### config.mk
export PLATFORM = sky130hd
export DESIGN_NAME = aes_sbox_share_sched
export DESIGN_NICKNAME = d
export VERILOG_FILES = /design/src/rtl/aes_sched_pkg.sv /design/src/rtl/aes_sbox_composite_field.sv /design/src/rtl/aes_sbox_share_sched.sv
export SDC_FILE = /design/constraint.sdc
export NUM_CORES = 2
export LEC_CHECK = 0
export CAP_MARGIN = 20
export CELL_PAD_IN_SITES_DETAIL_PLACEMENT = 0
export CELL_PAD_IN_SITES_GLOBAL_PLACEMENT = 1
export CORE_UTILIZATION = 51
export CTS_CLUSTER_SIZE = 30
export DETAILED_ROUTE_END_ITERATION = 8
export DONT_BUFFER_PORTS = 1
export MAX_ROUTING_LAYER = met4
export PLACE_DENSITY_LB_ADDON = 0.1
export SYNTH_ARGS = -nofsm -noshare
export SYNTH_HDL_FRONTEND = slang
export SYNTH_HIERARCHICAL = 1
export SYNTH_SLANG_ARGS = --single-unit
### constraint.sdc
create_clock -name clk -period 25.3 [get_ports clk]
set_input_delay 5.06 -clock clk [delete_from_list [all_inputs] [get_ports clk]]
set_output_delay 5.06 -clock clk [all_outputs]
set_load 0.05 [all_outputs]
### src/rtl/aes_sched_pkg.sv
// Shared types and constants for the shared S-box scheduler.
// Latency: none (declarations and a combinational helper only).
// Backpressure: not applicable.
package aes_sched_pkg;

    localparam int AES_STATE_BYTES = 16;
    localparam int AES_WORD_BYTES  = 4;

    typedef enum logic [2:0] {
        S_IDLE    = 3'd0,
        S_DAT_RUN = 3'd1,
        S_DAT_RSP = 3'd2,
        S_KEY_RUN = 3'd3,
        S_KEY_RSP = 3'd4
    } fsm_e;

    typedef enum logic {
        GNT_DAT = 1'b0,
        GNT_KEY = 1'b1
    } gnt_e;

    // GF(2^8) multiply modulo x^8+x^4+x^3+x+1, shift-and-add form.
    function automatic logic [7:0] gf_mul(input logic [7:0] a, input logic [7:0] b);
        logic [7:0] acc;
        logic [7:0] sh;
        acc = 8'h00;
        sh  = a;
        for (int i = 0; i < 8; i++) begin
            if (b[i]) acc = acc ^ sh;
            sh = {sh[6:0], 1'b0} ^ (sh[7] ? 8'h1B : 8'h00);
        end
        return acc;
    endfunction

endpackage

### src/rtl/aes_sbox_composite_field.sv
// Single AES S-box lane, forward (enc_dec=1) or inverse (enc_dec=0).
// Latency: purely combinational.
// Backpressure: none; output follows input every cycle.
module aes_sbox_composite_field
    import aes_sched_pkg::*;
(
    input  logic [7:0] data_in,
    input  logic       enc_dec,
    output logic [7:0] data_out
);

    logic [7:0] w_pre;
    logic [7:0] w_x2, w_x3, w_x6, w_x12, w_x15, w_x30, w_x60, w_x120, w_x240, w_inv;
    logic [7:0] w_fwd;

    // Inverse direction undoes the affine map before inversion.
    assign w_pre = enc_dec ? data_in
                           : ({data_in[6:0], data_in[7]} ^ {data_in[4:0], data_in[7:5]} ^
                              {data_in[1:0], data_in[7:2]} ^ 8'h05);

    // Multiplicative inverse as x^254 (0 maps to 0); 254 = 240 + 12 + 2.
    assign w_x2   = gf_mul(w_pre, w_pre);
    assign w_x3   = gf_mul(w_x2, w_pre);
    assign w_x6   = gf_mul(w_x3, w_x3);
    assign w_x12  = gf_mul(w_x6, w_x6);
    assign w_x15  = gf_mul(w_x12, w_x3);
    assign w_x30  = gf_mul(w_x15, w_x15);
    assign w_x60  = gf_mul(w_x30, w_x30);
    assign w_x120 = gf_mul(w_x60, w_x60);
    assign w_x240 = gf_mul(w_x120, w_x120);
    assign w_inv  = gf_mul(gf_mul(w_x240, w_x12), w_x2);

    // Forward affine map applied after inversion.
    assign w_fwd = w_inv ^ {w_inv[6:0], w_inv[7]} ^ {w_inv[5:0], w_inv[7:6]} ^
                   {w_inv[4:0], w_inv[7:5]} ^ {w_inv[3:0], w_inv[7:4]} ^ 8'h63;

    assign data_out = enc_dec ? w_fwd : w_inv;

endmodule

### src/rtl/aes_sbox_share_sched.sv
// Shares SBOX_LANES S-box lanes between the round datapath (128-bit state) and key schedule (32-bit SubWord).
// Latency: state result valid DAT_CHUNKS+1 cycles after accept, key result KEY_CHUNKS+1 cycles after accept.
// Backpressure: results held until rsp_ready; no new request is accepted until the pending result is taken.
module aes_sbox_share_sched
    import aes_sched_pkg::*;
#(
    parameter int SBOX_LANES = 4
)(
    input  logic         clk,
    input  logic         rst,
    input  logic         dat_req_valid,
    output logic         dat_req_ready,
    input  logic         dat_req_enc,
    input  logic [127:0] dat_req_state,
    output logic         dat_rsp_valid,
    input  logic         dat_rsp_ready,
    output logic [127:0] dat_rsp_state,
    input  logic         key_req_valid,
    output logic         key_req_ready,
    input  logic [31:0]  key_req_word,
    output logic         key_rsp_valid,
    input  logic         key_rsp_ready,
    output logic [31:0]  key_rsp_word,
    output logic         busy
);

    localparam int DAT_CHUNKS = AES_STATE_BYTES / SBOX_LANES;
    localparam int KEY_LANES  = (SBOX_LANES < AES_WORD_BYTES) ? SBOX_LANES : AES_WORD_BYTES;
    localparam int KEY_CHUNKS = AES_WORD_BYTES / KEY_LANES;
    localparam int CNT_W      = (DAT_CHUNKS > 1) ? $clog2(DAT_CHUNKS) : 1;
    localparam int KCNT_W     = (KEY_CHUNKS > 1) ? $clog2(KEY_CHUNKS) : 1;

    generate
        if (!(SBOX_LANES == 1 || SBOX_LANES == 2 || SBOX_LANES == 4 ||
              SBOX_LANES == 8 || SBOX_LANES == 16)) begin : g_bad_lanes
            $error("aes_sbox_share_sched: SBOX_LANES must be 1, 2, 4, 8 or 16");
        end
    endgenerate

    fsm_e                                     r_fsm, w_fsm_nxt;
    gnt_e                                     r_last_gnt;
    logic [CNT_W-1:0]                         r_cnt;
    logic                                     r_enc;
    logic [DAT_CHUNKS-1:0][SBOX_LANES-1:0][7:0] r_dat_in, r_dat_out;
    logic [KEY_CHUNKS-1:0][KEY_LANES-1:0][7:0]  r_key_in, r_key_out;
    logic [SBOX_LANES-1:0][7:0]               w_lane_in, w_lane_out;
    logic                                     w_lane_enc;
    logic [KCNT_W-1:0]                        w_kcnt;
    logic                                     w_last_chunk;
    logic                                     w_gnt_dat, w_gnt_key;

    assign w_kcnt       = r_cnt[KCNT_W-1:0];
    assign w_last_chunk = (r_fsm == S_DAT_RUN) ? (r_cnt == CNT_W'(DAT_CHUNKS - 1))
                                               : (w_kcnt == KCNT_W'(KEY_CHUNKS - 1));

    // Chunk mux: route the active chunk of the captured operand onto the lanes.
    always_comb begin
        w_lane_in  = '0;
        w_lane_enc = r_enc;
        if (r_fsm == S_DAT_RUN) begin
            w_lane_in = r_dat_in[r_cnt];
        end else if (r_fsm == S_KEY_RUN) begin
            w_lane_in[KEY_LANES-1:0] = r_key_in[w_kcnt];
            w_lane_enc               = 1'b1;
        end
    end

    generate
        for (genvar j = 0; j < SBOX_LANES; j++) begin : g_lane
            aes_sbox_composite_field u_sbox (
                .data_in  (w_lane_in[j]),
                .enc_dec  (w_lane_enc),
                .data_out (w_lane_out[j])
            );
        end
    endgenerate

    // Arbitration, handshake readys and next-state decode.
    always_comb begin
        w_fsm_nxt     = r_fsm;
        w_gnt_dat     = dat_req_valid && (!key_req_valid || (r_last_gnt == GNT_KEY));
        w_gnt_key     = key_req_valid && (!dat_req_valid || (r_last_gnt == GNT_DAT));
        dat_req_ready = (r_fsm == S_IDLE) && !rst && w_gnt_dat;
        key_req_ready = (r_fsm == S_IDLE) && !rst && w_gnt_key;
        dat_rsp_valid = (r_fsm == S_DAT_RSP);
        key_rsp_valid = (r_fsm == S_KEY_RSP);
        busy          = (r_fsm != S_IDLE);
        case (r_fsm)
            S_IDLE: begin
                if (dat_req_ready)      w_fsm_nxt = S_DAT_RUN;
                else if (key_req_ready) w_fsm_nxt = S_KEY_RUN;
            end
            S_DAT_RUN: if (w_last_chunk)  w_fsm_nxt = S_DAT_RSP;
            S_KEY_RUN: if (w_last_chunk)  w_fsm_nxt = S_KEY_RSP;
            S_DAT_RSP: if (dat_rsp_ready) w_fsm_nxt = S_IDLE;
            S_KEY_RSP: if (key_rsp_ready) w_fsm_nxt = S_IDLE;
            default:                      w_fsm_nxt = S_IDLE;
        endcase
    end

    // FSM state register.
    always_ff @(posedge clk) begin
        if (rst) r_fsm <= S_IDLE;
        else     r_fsm <= w_fsm_nxt;
    end

    // Request capture, chunk counter and result demux into the response registers.
    always_ff @(posedge clk) begin
        if (rst) begin
            r_cnt      <= '0;
            r_last_gnt <= GNT_KEY;
            r_enc      <= 1'b0;
            r_dat_in   <= '0;
            r_key_in   <= '0;
            r_dat_out  <= '0;
            r_key_out  <= '0;
        end else begin
            if (dat_req_valid && dat_req_ready) begin
                r_dat_in   <= dat_req_state;
                r_enc      <= dat_req_enc;
                r_last_gnt <= GNT_DAT;
                r_cnt      <= '0;
            end else if (key_req_valid && key_req_ready) begin
                r_key_in   <= key_req_word;
                r_last_gnt <= GNT_KEY;
                r_cnt      <= '0;
            end
            if (r_fsm == S_DAT_RUN) begin
                r_dat_out[r_cnt] <= w_lane_out;
                r_cnt            <= w_last_chunk ? '0 : r_cnt + 1'b1;
            end
            if (r_fsm == S_KEY_RUN) begin
                r_key_out[w_kcnt] <= w_lane_out[KEY_LANES-1:0];
                r_cnt             <= w_last_chunk ? '0 : r_cnt + 1'b1;
            end
        end
    end

    assign dat_rsp_state = r_dat_out;
    assign key_rsp_word  = r_key_out;

endmodule
== Word level (Yosys, flattened, before mapping) ==
Cells that the tools add are included.
W data, S select, Z words.
Cells by class
  add/sub/neg operators: 1
  multiply operators: 0
  div/mod/pow operators: 0
  magnitude comparators: 4
  equal/unequal tests: 10
  shift-type cells: 0
  muxes and demuxes: 695
  bitwise gates (word level): 651
  reductions and logical operators: 20
Operators by type and width (count)
  $xor A8 B8 Y8: 640
  $mux W8: 360
  $mux W5: 308
  $mux W32: 6
  $bwmux W128: 1
  $bmux W32 S2: 1
  $demux W32 S2: 1
  $bwmux W32: 1
  $mux W3: 6
  $not A4 Y4: 4
  $pmux W3 S5: 1
  $mux W2: 5
  $logic_and A1 B1 Y1: 9
  $not A2 Y2: 4
  $eq A3 B2 Y1 const B: 2
  $mux W1: 5
  $reduce_and A5 Y1: 1
  $ne A2 B1 Y1 const B: 2
  $ne A2 B2 Y1 const B: 2
  $reduce_bool A4 Y1: 1
  $eq A3 B1 Y1 const B: 1
  $eq A3 B3 Y1 const B: 1
  $logic_not A1 Y1: 3
  $logic_not A3 Y1: 1
  other kinds (12): 15
Storage, ports and cells
  bits in registers: 327
  bits in latches: 0
  memory bits (writable): 0
  ROM bits: 0
  input port bits: 167
  output and inout port bits: 165
  memories: 0

== Logic depth before layout (Yosys ltp) ==
  depth in word-level cells: 191
  gate-level depth with buffers: 94

== Cells and area by module ==
Netlist, hierarchy kept.
By module, submodules not included
  aes_sbox_composite_field: times used 4, cells an instance 1621, area an instance 12700.9 sq um, sequential area each 0.0 sq um
  aes_sbox_share_sched: times used 1, cells an instance 1367, area an instance 13720.7 sq um, sequential area each 6546.3 sq um

== Least setup slack after synthesis ==
No wires, ideal clock.
  path kind: reg-to-reg
  start point: register r_cnt[0]
  end point: register r_dat_out (netlist bit dat_rsp_state[125])
  setup time: 0.070 ns
  arrival time: 21.489 ns
  required time: 25.230 ns
  slack: 3.740 ns
  stages on the path, launching flop included: 90
  buffers on the path: 17
  path through: dfxtp_1 buf_2 buf_2 clkbuf_1 mux4_2 a22o_1 buf_4 xnor3_1 o21a_1 buf_4 inv_2 buf_4 ha_1 clkbuf_1 xor2_1 xnor2_1 or3_1 a31oi_1 [... 54 more ...] o211ai_1 o21ai_1 a222oi_1 xnor2_1 xnor3_1 xnor2_1 xor3_1 buf_6 xor2_1 mux2_2 a21oi_1 xnor3_1 xor2_2 xnor3_1 nand2_1 xnor2_1 nand2_1 a21oi_1
RTL lines
  from (decl): line aes_sbox_share_sched.sv:42  | logic [CNT_W-1:0] r_cnt;
  from (signal assigned): line aes_sbox_share_sched.sv:130  | r_cnt <= w_last_chunk ? '0 : r_cnt + 1'b1;
  from (signal assigned): line aes_sbox_share_sched.sv:134  | r_cnt <= w_last_chunk ? '0 : r_cnt + 1'b1;
  to (signal, indexed assignment): line aes_sbox_share_sched.sv:129  | r_dat_out[r_cnt] <= w_lane_out;
  to (decl): line aes_sbox_share_sched.sv:44  | logic [DAT_CHUNKS-1:0][SBOX_LANES-1:0][7:0] r_dat_in, r_dat_out;

==> impl_metrics.toml <==
[setup_path]
cp.required_ps = 25870
path_class = "flop to flop"
critPathCaptureType = "flop"
cp_slowest_cell = "xnor3_1"
startpoint = "r_fsm[1]$_SDFFE_PP0P_"
r2r-start = "r_fsm[1]$_SDFFE_PP0P_"
reg2reg_depth = 78
endpoint = "dat_rsp_state[109]$_SDFFE_PP0P_"
cp-start-kind = "flop"
worstPathMaxFanout = 19
timing.rr.end = "dat_rsp_state[109]$_SDFFE_PP0P_"
rrSetupSlack_ps = 1560
slowest_delay_ps = 840
crit_arrival_ps = 24300

[synth]
seq_area_frac_synth_pct = 10.1
syn_avg_cell_area_um2 = 8.22
synth.distinct_cells = 105
synth_area_leaders = "xnor2_1 15%, xnor3_1 12%, dfxtp_1 10%"
syn_nets = 8050
yosys_warnings = 6
synth-edff-count = 0
syn-instance-count = 7851
synth_commonest_cells = "1136 x xnor2_1, 919 x nor2_1, 891 x nand2_1"
yosysTopAreaCell = "xnor2_1"
synth-seq-cells = 327
ys.flop_type = "dfxtp_1"
async_flop_share_pct = 0
netlist.area_leader.share_pct = 15.4
netlist_area_um2 = 64500
synthMostInstantiatedCell = "xnor2_1"

[grt]
overflow = 0
grt_max_degree = 331
grt.total_usage_pct = 31.4
antenna_found_initial = 13
grt_pass1_wl_um = 309000
grt_pass1_vias = 51300

[drt]
routed_via_density = 5.93
routed_wl_um = 202000
drt-wirelength-per-cell_um = 21.8
vias = 54700
ant_nets = 0
firstDrtPassIters = 7
drt_iter0_drc = 4445
drc = 0

[cells_and_area]
fillers = 11900
final_util_pct = 53.8
layout.nets = 7750
area_delta_synth_final_pct = 4.79
drive_gt1_share_pct = 12.1

[min_path]
min_from = "r_last_gnt$_SDFFE_PP1P_"
hp-class = "flop to flop"

[floorplan]
rows = 130
initial_core_util_pct = 51.4
die_w_um = 358
core_um2 = 126000
die_h_um = 358
ios = 332
dieArea_um2 = 128000

[timing]
max-slew-margin-rel_pct = 26.4
finalCritPeriodShare_pct = 93.8
rsz0062_at_grt = "false"
period_needed_ps = 23740
worst_pin_slew_ps = 1100
max_freq_mhz = 42.1
hold_violations = 0
whs_ps = 524
slew_violations = 0
final-setup-viol-count = 0
fin_skew_ps = 36.1

[place]
dp_hpwl_um = 148000
port_buffers = 0
place_congestion = 0.932

[job]
max-cap-violations = 0

[clocking]
cts_root_buf = "clkbuf_16"
cts.sink_count = 327
htreeDepth = 2
clkTransAtPathRegs_ps = 60
cts_tree = "built"
cts_buffers = 40
insertion_delay_ps = 630
clock_path_buffers = 3

[outcome]
status = "finished, final reports clean"
==> critical path: cells and delay by family, from the launching register on <==
kind | cells | cell delay, ps
XOR/XNOR | 32 | 10990
AO/OA/AOI/OAI | 14 | 3560
buffers and inverters | 13 | 3070
adder cells (fa/ha/maj) | 6 | 2750
AND/OR/NAND/NOR | 12 | 2710
flip-flops | 1 | 450
multiplexers | 1 | 120
==> kinds of logic after synthesis <==
logic type	share of synthesized area (%)
compound gates	15.6
xor+xnor	40.3
fa+ha+maj	0.683
buf+inv	5.60
flops	10.1
mux	8.40
simple gates	19.3
==> worst min-delay path by stage <==
| stage | end | slack (ps) | cells after the start |
|---|---|---|---|
| final | r_last_gnt$_SDFFE_PP1P_ | 520 | 1 |
| after global routing | r_last_gnt$_SDFFE_PP1P_ | 560 | 1 |
| after CTS | r_last_gnt$_SDFFE_PP1P_ | 520 | 1 |
| after detailed placement | r_last_gnt$_SDFFE_PP1P_ | 510 | 1 |
| after global placement | r_last_gnt$_SDFFE_PP1P_ | 490 | 1 |
| after floorplan | r_last_gnt$_SDFFE_PP1P_ | 480 | 1 |
==> sequential cells by signal (all words and copies together), names as in the netlist <==
signal,cells
r_key_in,32
r_cnt,2
key_rsp_word,32
r_fsm,3
dat_rsp_state,128
r_enc,1
r_dat_in,128
r_last_gnt,1
==> through the flow <==
step	worst slack, ps	area (um2)	TNS [ps]	cells
4_1_cts	18.2	67200	0	9216
2_1_floorplan	3740	64500	0	7851
3_3_place_gp	155	65900	0	9144
5_1_grt	3.16	67600	0	9234
6_report	1560	67600	0	9235
3_5_place_dp	-10.5	65900	-10.5	9145
==> layout by cell type, fill, tap and decap left out, drive strengths merged, types with 37 or more instances in the layout <==
master,n
o21ai,205
and2,81
nor2,931
nand2,891
a211oi,41
nand3,105
clkbuf,51
nor4,44
nor2b,235
or3,45
xor3,92
xor2,436
xnor2,1224
nor3,162
xnor3,360
a21oi,479
mux2,181
o22ai,100
o211ai,84
inv,140
dfxtp,327
nand2b,76
a31oi,48
a22o,37
mux2i,208
buf,281
==> cell type report <==
type,count,area (um2),share of cell area [%]
inverters,157,593,0.877
repair buffers,281,2120,3.14
clock buffers,51,1080,1.60
clock inverters,19,198,0.292
multi-input cells,6744,55000,81.3
well taps,1650,2060,3.05
flip-flops and latches,327,6550,9.69
diodes,6,15.0,0.0222
==> routing by layer <==
| layer | GRT usage [%] | wire length [um] | vias up |
|---|---|---|---|
| met3 | 4.96 | 14500 | 251 |
| met2 | 49.7 | 93000 | 1652 |
| met4 | 8.01 | 5320 | 0 |
| li1 | - | - | 26500 |
| met1 | 41.6 | 89000 | 26400 |
| met5 | - | 0 | - |
==> timing repair <==
action                                  in CTS  in global routing
buffers inserted                             0                  7
pin swaps                                    1                  2
hold buffers                                 0                  0
endpoints found under the setup margin      15                160
resized for setup                            1                 62
cloned                                       1                  0
Power is left out: the tool's default activity adds up to more than one toggle a clock period on the data nets, which glitch-free logic cannot reach.
